### config.mk
export PLATFORM = sky130hd
export DESIGN_NAME = select_sweep
export DESIGN_NICKNAME = d
export VERILOG_FILES = /design/src/rtl/select_sweep_pkg.sv /design/src/rtl/select_ref_model.sv /design/src/rtl/select_sweep.sv
export SDC_FILE = /design/constraint.sdc
export NUM_CORES = 1
export LEC_CHECK = 0
export ABC_AREA = 1
export CAP_MARGIN = 10
export CORE_ASPECT_RATIO = 1.1
export CORE_MARGIN = 2
export CORE_UTILIZATION = 35
export CTS_CLUSTER_DIAMETER = 60
export CTS_CLUSTER_SIZE = 40
export DETAILED_ROUTE_END_ITERATION = 8
export PLACE_DENSITY = 0.57
export SLEW_MARGIN = 20
export SYNTH_ARGS = -nofsm -noshare
export SYNTH_HDL_FRONTEND = slang
export SYNTH_SLANG_ARGS = --single-unit
### constraint.sdc
create_clock -name clk -period 2.3 [get_ports clk]
set_input_delay 0.575 -clock clk [delete_from_list [all_inputs] [get_ports clk]]
set_output_delay 0.575 -clock clk [all_outputs]
set_load 0.05 [all_outputs]
### src/rtl/select_sweep_pkg.sv
// Shared types and constants for the select_sweep exhaustive selector checker.
// FSM state encoding, golden-model branch codes and the vector-count helper.
package select_sweep_pkg;

    localparam int unsigned BR_W = 2;

    typedef enum logic [1:0] {
        ST_IDLE   = 2'd0,
        ST_DRIVE  = 2'd1,
        ST_SAMPLE = 2'd2,
        ST_DONE   = 2'd3
    } state_t;

    localparam logic [BR_W-1:0] BR_MAX = 2'd0;
    localparam logic [BR_W-1:0] BR_CD  = 2'd1;
    localparam logic [BR_W-1:0] BR_SUM = 2'd2;

    // Number of operand combinations for four operands of the given width.
    function automatic int unsigned vec_count(input int unsigned width);
        return 32'd1 << (4 * width);
    endfunction

endpackage

### src/rtl/select_ref_model.sv
// Combinational golden model of the 2-bit priority selector.
// Produces the expected result and which priority branch produced it.
module select_ref_model
    import select_sweep_pkg::*;
#(
    parameter int unsigned WIDTH = 2
) (
    input  logic [WIDTH-1:0] a,
    input  logic [WIDTH-1:0] b,
    input  logic [WIDTH-1:0] c,
    input  logic [WIDTH-1:0] d,
    output logic [WIDTH-1:0] exp_c,
    output logic [BR_W-1:0]  br_c
);

    // Priority order: max branch, then c>d, otherwise carry-less sum.
    always_comb begin
        exp_c = WIDTH'(a + b);
        br_c  = BR_SUM;
        if ((a > b) || (c < d)) begin
            exp_c = a;
            br_c  = BR_MAX;
        end else if (c > d) begin
            exp_c = c;
            br_c  = BR_CD;
        end
    end

endmodule

### src/rtl/select_sweep.sv
// Exhaustive stimulus driver and checker for the priority selector.
// Optional SELECT_SWEEP_STOP_ON_ERR_EN ends the sweep at the first mismatch.
module select_sweep
    import select_sweep_pkg::*;
#(
    parameter int unsigned WIDTH = 2,
    parameter int unsigned CNT_W = 9
) (
    input  logic                 clk,
    input  logic                 rst_n,
    input  logic                 start,
    output logic [WIDTH-1:0]     a,
    output logic [WIDTH-1:0]     b,
    output logic [WIDTH-1:0]     c,
    output logic [WIDTH-1:0]     d,
    input  logic [WIDTH-1:0]     z,
    output logic                 busy,
    output logic                 done,
    output logic                 err,
    output logic [CNT_W-1:0]     hit0,
    output logic [CNT_W-1:0]     hit1,
    output logic [CNT_W-1:0]     hit2,
    output logic [CNT_W-1:0]     mismatch,
    output logic [4*WIDTH-1:0]   fail_idx
);

    localparam int unsigned      IDX_W    = 4 * WIDTH;
    localparam logic [IDX_W-1:0] IDX_LAST = IDX_W'(vec_count(WIDTH) - 32'd1);

`ifdef SELECT_SWEEP_STOP_ON_ERR_EN
    localparam bit STOP_ON_ERR = 1'b1;
`else
    localparam bit STOP_ON_ERR = 1'b0;
`endif

    state_t           state_q, state_d;
    logic [IDX_W-1:0] idx_q, idx_d;
    logic             busy_q, busy_d;
    logic             done_q, done_d;
    logic             err_q, err_d;
    logic [CNT_W-1:0] hit0_q, hit0_d;
    logic [CNT_W-1:0] hit1_q, hit1_d;
    logic [CNT_W-1:0] hit2_q, hit2_d;
    logic [CNT_W-1:0] mis_q, mis_d;
    logic [IDX_W-1:0] fail_idx_q, fail_idx_d;

    logic [WIDTH-1:0] exp_c;
    logic [BR_W-1:0]  br_c;
    logic             start_ok_c;
    logic             mismatch_c;
    logic             stop_c;

    function automatic logic [CNT_W-1:0] sat_inc(input logic [CNT_W-1:0] v);
        return (v == {CNT_W{1'b1}}) ? v : v + CNT_W'(1);
    endfunction

    select_ref_model #(
        .WIDTH (WIDTH)
    ) u_ref (
        .a     (idx_q[WIDTH-1:0]),
        .b     (idx_q[2*WIDTH-1:WIDTH]),
        .c     (idx_q[3*WIDTH-1:2*WIDTH]),
        .d     (idx_q[4*WIDTH-1:3*WIDTH]),
        .exp_c (exp_c),
        .br_c  (br_c)
    );

    // Sweep control: start only honoured when not mid-sweep.
    assign start_ok_c = start && ((state_q == ST_IDLE) || (state_q == ST_DONE));
    assign mismatch_c = (z != exp_c);
    assign stop_c     = (idx_q == IDX_LAST) || (STOP_ON_ERR && mismatch_c);

    always_ff @(posedge clk or negedge rst_n) begin
        if (!rst_n) begin
            state_q <= ST_IDLE;
        end else begin
            state_q <= state_d;
        end
    end

    always_comb begin
        state_d = state_q;
        case (state_q)
            ST_IDLE:   if (start) state_d = ST_DRIVE;
            ST_DRIVE:  state_d = ST_SAMPLE;
            ST_SAMPLE: state_d = stop_c ? ST_DONE : ST_DRIVE;
            ST_DONE:   if (start) state_d = ST_DRIVE;
            default:   state_d = ST_IDLE;
        endcase
    end

    // Datapath next values: operands, counters, sticky error capture.
    always_comb begin
        idx_d      = idx_q;
        busy_d     = busy_q;
        done_d     = done_q;
        err_d      = err_q;
        hit0_d     = hit0_q;
        hit1_d     = hit1_q;
        hit2_d     = hit2_q;
        mis_d      = mis_q;
        fail_idx_d = fail_idx_q;
        if (start_ok_c) begin
            idx_d      = '0;
            busy_d     = 1'b1;
            done_d     = 1'b0;
            err_d      = 1'b0;
            hit0_d     = '0;
            hit1_d     = '0;
            hit2_d     = '0;
            mis_d      = '0;
            fail_idx_d = '0;
        end else if (state_q == ST_SAMPLE) begin
            case (br_c)
                BR_MAX:  hit0_d = sat_inc(hit0_q);
                BR_CD:   hit1_d = sat_inc(hit1_q);
                default: hit2_d = sat_inc(hit2_q);
            endcase
            if (mismatch_c) begin
                mis_d = sat_inc(mis_q);
                if (!err_q) begin
                    err_d      = 1'b1;
                    fail_idx_d = idx_q;
                end
            end
            if (stop_c) begin
                done_d = 1'b1;
                busy_d = 1'b0;
            end else begin
                idx_d = idx_q + IDX_W'(1);
            end
        end
    end

    always_ff @(posedge clk or negedge rst_n) begin
        if (!rst_n) begin
            idx_q      <= '0;
            busy_q     <= 1'b0;
            done_q     <= 1'b0;
            err_q      <= 1'b0;
            hit0_q     <= '0;
            hit1_q     <= '0;
            hit2_q     <= '0;
            mis_q      <= '0;
            fail_idx_q <= '0;
        end else begin
            idx_q      <= idx_d;
            busy_q     <= busy_d;
            done_q     <= done_d;
            err_q      <= err_d;
            hit0_q     <= hit0_d;
            hit1_q     <= hit1_d;
            hit2_q     <= hit2_d;
            mis_q      <= mis_d;
            fail_idx_q <= fail_idx_d;
        end
    end

    // Operands come straight from the index register so they hold after the sweep.
    assign a        = idx_q[WIDTH-1:0];
    assign b        = idx_q[2*WIDTH-1:WIDTH];
    assign c        = idx_q[3*WIDTH-1:2*WIDTH];
    assign d        = idx_q[4*WIDTH-1:3*WIDTH];
    assign busy     = busy_q;
    assign done     = done_q;
    assign err      = err_q;
    assign hit0     = hit0_q;
    assign hit1     = hit1_q;
    assign hit2     = hit2_q;
    assign mismatch = mis_q;
    assign fail_idx = fail_idx_q;

endmodule

==> flow_summary.json, run 1 <==
{
  "netlist-cell-type-count": 38,
  "cts_setup_buffers": 0,
  "finalSetupViolations": 0,
  "fin_ws_ns": 0.0680,
  "final_nets": 509,
  "max_stage_delay_ns": 0.85,
  "drt-pass1-iter-count": 4,
  "wl_mm": 8.01,
  "yosysWarnings": 0,
  "outcome": "finished clean",
  "drive_above_1_share_pct": 11.4,
  "drc": 0,
  "grt_pass1_vias": 2995,
  "rows": 37,
  "cts_buffers": 9,
  "hpwl_mm": 5.85,
  "synth-main-ff-cell": "dfrtp_1",
  "grt_pass1_wl_mm": 14.0,
  "syn_inst": 419,
  "fin_util_pct": 46.4,
  "synth_seq_cells": 57,
  "fp.dieW_um": 97.5,
  "crit_start": "idx_q[2]$_DFFE_PN0P_",
  "final.period_utilization_pct": 97.0,
  "r2r-end": "mismatch[7]$_DFFE_PN0P_",
  "gr-total-overflow": 0,
  "antenna_found_initial": 0,
  "cp.arrival_ns": 1.66,
  "startpoint_type": "register",
  "vias_per_cell": 4.89,
  "synth_edf_count": 0,
  "worstSetupEndpoint": "b[0]",
  "synth_nets": 440,
  "worst_pin_slew_ns": 0.539,
  "synth_area_leaders": "dfrtp_1 (42%), nand2_1 (8.8%), nand3_1 (7.0%)",
  "critPathCaptureType": "output port",
  "r2r_start": "idx_q[7]$_DFFE_PN0P_",
  "cap_violations": 0,
  "rsz0062_at_grt": "no",
  "start_util_pct": 36.0,
  "slew_violations": 0,
  "reg2regPathDepth": 13,
  "yosysTopAreaCell": "dfrtp_1",
  "crit_cells": 1,
  "worst-setup-path-type": "reg -> out",
  "synth.avg_cell_area_um2": 8.04,
  "syn_area_um2": 3370,
  "ys_top_cells_by_count": "nand2_1 (79), dfrtp_1 (57), inv_1 (51), nand3_1 (47), nor2_1 (40)",
  "place.gp.congestion": 0.800,
  "antenna_cells": 0,
  "p_leak_uw": 0.00204,
  "hold_ws_ns": 0.224,
  "period_needed_ns": 2.23,
  "worst-endpoint-required_ns": 1.73,
  "crit_fanout": 7,
  "slowest_stage": "clkdlybuf4s50_1",
  "cts_buffer_depth": 2,
  "cp_cell_sequence": "clkdlybuf4s50_1",
  "slew_headroom_pct": 64.0,
  "postRouteAntennaNets": 0,
  "htreeDepth": 3,
  "core_area_um2": 9350,
  "timing.fmax_ghz": 0.448,
  "clock_sinks": 57,
  "r2r_slack_ns": 0.21,
  "path_buf_inv": 1,
  "hold_path.class": "in -> async",
  "tns_ns": 0,
  "grtUsageTotal_pct": 16.5,
  "powerDensity_nw_per_um2": 1150,
  "via_count": 2984,
  "dp_slack_ns": 0.152,
  "ir_drop_mv": 0.539,
  "clockRootBuffer": "clkbuf_8",
  "yosysTopAreaCellShare_pct": 42.4,
  "port_buffers": 59,
  "finalHoldViolations": 0,
  "grt_start_max_net_pins": 58,
  "cts_tree": "yes",
  "clock_skew_ns": 0.00712,
  "syn2layout_area_growth_pct": 28.8,
  "die_h_um": 107,
  "async_flop_share_pct": 100,
  "synth-seq-area-share_pct": 42.4,
  "path_clk_slew_ns": 0.07,
  "drt_iter0_drc": 128,
  "yosysMostFrequentCell": "nand2_1",
  "clock_latency_ns": 0.33,
  "die-area_um2": 10400,
  "io_pins": 60,
  "cp_top_family": "buffers and inverters",
  "post_drt_wl_per_cell_um": 13.1
}
placed cells by master (no fill, tap or decap), drive strengths merged, types with 2 or more instances in the layout:
cell           count
nor2              42
xor2               5
clkdlybuf4s50     58
o21ai             25
ha                16
nand4             19
a21oi             20
nor3               9
nor3b              2
nand3             52
inv               53
buf               12
o211a              2
dfrtp             57
clkinv             4
clkbuf            13
xnor2              2
nand2             92
flip-flops by register name, indices dropped and copies added, names as in the netlist:
register  flops
hit0          9
idx_q         8
state_q       2
mismatch      9
fail_idx      8
busy          1
hit2          9
hit1          9
err           1
done          1
repair_timing:
item	CTS	global route
hold buffers	0	0
setup endpoints to repair	0	9
gates resized for setup	0	5
cell type report:
type | count | area [um2]
clock buffers | 13 | 159
clock inverters | 3 | 15.0
fillers | 929 | 5010
inverters | 54 | 203
multi-input cells | 296 | 1700
flip-flops and latches | 57 | 1430
well taps | 117 | 146
repair buffers | 70 | 693
per-stage QoR:
stage | std cells | cell area, um2 | power (uW)
2_1_floorplan | 419 | 3370 | 3340
3_5_place_dp | 594 | 4140 | 4120
6_report | 610 | 4340 | 4970
4_1_cts | 610 | 4310 | 4980
3_3_place_gp | 594 | 4140 | 4070
5_1_grt | 610 | 4340 | 5370
worst min-delay path by stage:
stage                     start                       to
2_1_floorplan             rst_n         busy$_DFFE_PN0P_
3_3_place_gp   busy$_DFFE_PN0P_         busy$_DFFE_PN0P_
3_5_place_dp   busy$_DFFE_PN0P_         busy$_DFFE_PN0P_
4_1_cts                   rst_n  fail_idx[3]$_DFFE_PN0P_
5_1_grt                   rst_n  fail_idx[3]$_DFFE_PN0P_
6_report                  rst_n  fail_idx[2]$_DFFE_PN0P_
routing by layer:
metal	GRT usage (%)	routed length, um	vias to the layer above
met5	0	0	-
met4	6.45	118	0
met3	3.00	260	7
met2	26.6	3830	63
met1	22.0	3810	1379
li1	-	-	1535
worst reg2reg max path, cell delays in order, from the launching register on:
cell	delay [ns]
dfrtp_1	0.36
inv_1	0.09
ha_1	0.30
nand2_1	0.07
nand2_2	0.16
inv_1	0.10
a21oi_4	0.18
nand2_1	0.11
nand3_1	0.09
nand2_2	0.11
nand2_8	0.13
nand3_4	0.14
nand3_1	0.11
nand2_1	0.05
cells by family (layout without fill, tap and decap cells):
kind of cell    Yosys count  after routing  synth area share [%]
simple gates            219            219                  31.7
compound gates           54             54                  10.1
fa+ha+maj                16             16                  5.95
buf+inv                  66            140                  8.06
xor+xnor                  7              7                  1.82
flops                    57             57                  42.4
where the power goes:
part           switching, uW  total (uW)  leakage (uW)  internal [uW]
combinational           1900        2790       0.00118            890
sequential               167        1350      0.000772           1180
clock                    392         837     0.0000932            445
Power figures use the tool's default switching activity.
==> inputs of run 2 (changes only) <==
CORE_UTILIZATION = 30   (was 35)
PLACE_DENSITY = 0.5   (was 0.57)
==> run 2 against run 1 <==
- non-clock buffer count rose by 3
- clock power rose by 47%
- worst hold slack got worse by 0.015 ns
- register-to-register slack barely moved
- cell count rose by 5.4%
- critical path type unchanged
- critical endpoint is now c[1]
- highest routed layer unchanged
==> flow_summary.json, run 2 (synthesis results as in run 1) <==
{
  "reg2regPathDepth": 13,
  "worst-setup-path-type": "reg -> out",
  "final_cell_mix": "nand2_1 (78), clkdlybuf4s50_1 (58), dfrtp_1 (57)",
  "tns_ns": 0,
  "r2r_start": "idx_q[7]$_DFFE_PN0P_",
  "hpwl_mm": 6.11,
  "core_area_um2": 10900,
  "die-area_um2": 12100,
  "finalHoldViolations": 0,
  "layout_commonest_cell": "nand2_1",
  "slew_headroom_pct": 65.2,
  "antenna_cells": 0,
  "drive_above_1_share_pct": 11.7,
  "rsz0062_at_grt": "no",
  "place.gp.congestion": 0.841,
  "postRouteAntennaNets": 0,
  "outcome": "finished clean",
  "syn2layout_area_growth_pct": 32.9,
  "multi_input_area_um2": 1680,
  "grtUsageTotal_pct": 14.3,
  "htreeDepth": 3,
  "die_h_um": 115,
  "fp.dieW_um": 105,
  "cts_buffer_depth": 2,
  "seq_area_um2": 1430,
  "cts_tree": "yes",
  "wl_mm": 8.25,
  "fin_ws_ns": 0.0833,
  "path_clk_slew_ns": 0.05,
  "finalSetupViolations": 0,
  "final.period_utilization_pct": 96.4,
  "critPathCaptureType": "output port",
  "final_nets": 512,
  "vias_per_cell": 4.64,
  "startpoint_type": "register",
  "worst-endpoint-required_ns": 1.73,
  "start_util_pct": 30.9,
  "drt-pass1-iter-count": 4,
  "cts_buffers": 9,
  "clock_sinks": 57,
  "drc": 0,
  "period_needed_ns": 2.22,
  "dp_slack_ns": 0.140,
  "drt_iter0_drc": 111,
  "slowest_stage": "clkdlybuf4s50_1",
  "io_pins": 60,
  "powerDensity_nw_per_um2": 1190,
  "clock_skew_ns": 0.00682,
  "hold_path.class": "in -> async",
  "cap_violations": 0,
  "grt_pass1_vias": 2893,
  "rows": 40,
  "clock_latency_ns": 0.33,
  "post_drt_wl_per_cell_um": 12.8,
  "hold_ws_ns": 0.209,
  "slew_violations": 0,
  "cp.arrival_ns": 1.64,
  "worst_pin_slew_ns": 0.520,
  "crit_fanout": 6,
  "r2r_slack_ns": 0.20,
  "grt_pass1_wl_mm": 13.8,
  "fin_util_pct": 41.0,
  "r2r-end": "mismatch[7]$_DFFE_PN0P_",
  "fillers": 1149,
  "p_leak_uw": 0.00210,
  "timing.fmax_ghz": 0.451,
  "clockRootBuffer": "clkbuf_16",
  "grt_start_max_net_pins": 39,
  "ir_drop_mv": 0.755,
  "gr-total-overflow": 0,
  "via_count": 2985,
  "crit_start": "idx_q[5]$_DFFE_PN0P_",
  "max_stage_delay_ns": 0.80,
  "antenna_found_initial": 0,
  "port_buffers": 59,
  "cp_cell_sequence": "buf_4 > clkdlybuf4s50_1"
}
[run 2: cell count changes in the layout (fill, tap and decap cells not counted), moves of 2 or more]
| cell | change |
|---|---|
| clkbuf_8 | -9 |
| nand2_4 | +2 |
| buf_4 | +4 |
| clkbuf_16 | +9 |
[run 2: area by class of cell]
| cell class | count | share of cell area [%] |
|---|---|---|
| Clock buffer | 13 | 5.81 |
| Clock inverter | 3 | 0.335 |
| Inverter | 54 | 4.53 |
| Multi-Input combinational cell | 296 | 37.6 |
| Sequential cell | 57 | 31.9 |
| Tap cell | 147 | 4.11 |
| Timing Repair Buffer | 73 | 15.7 |
[run 2: metrics by stage]
step                power, uW  instance area [um2]  std cells
floorplan                3340                 3370        419
global placement         4100                 4190        627
detailed placement       4130                 4190        627
CTS                      5390                 4460        643
global route             5690                 4480        643
finish                   5330                 4480        643
[run 2: routing by layer]
metal / GRT usage (%) / routed length [um] / up-vias
li1: - / - / 1540
met1: 18.5 / 3960 / 1370
met2: 23.1 / 3800 / 62
met3: 3.57 / 356 / 13
met4: 5.42 / 134 / 0
met5: 0 / 0 / -
[run 2: worst max path at each step]
| stage | end | cells past startpoint |
|---|---|---|
| 5_1_grt | mismatch[1]$_DFFE_PN0P_ | 13 |
| 3_5_place_dp | mismatch[8]$_DFFE_PN0P_ | 14 |
| 6_report | c[1] | 2 |
| 2_1_floorplan | mismatch[6]$_DFFE_PN0P_ | 13 |
| 3_3_place_gp | idx_q[7]$_DFFE_PN0P_ | 7 |
| 4_1_cts | c[1] | 2 |
[run 2: where the power goes]
part / internal, uW / leakage (uW) / switching [uW] / total, uW
clock: 781 / 0.000139 / 450 / 1230
combinational: 880 / 0.00119 / 1870 / 2750
sequential: 1180 / 0.000772 / 166 / 1350
total: 2840 / 0.00210 / 2480 / 5330
[run 2: repair_timing]
action,4_1_cts,5_1_grt
hold buffers,0,0
endpoints found under the setup margin,0,17
resized for setup,0,4
setup buffers,0,0
[run 2: critical path: cells and delay by family, from the launching register on]
family	cells	cell delay (ns)
buffers and inverters	2	0.95
flip-flops	1	0.36
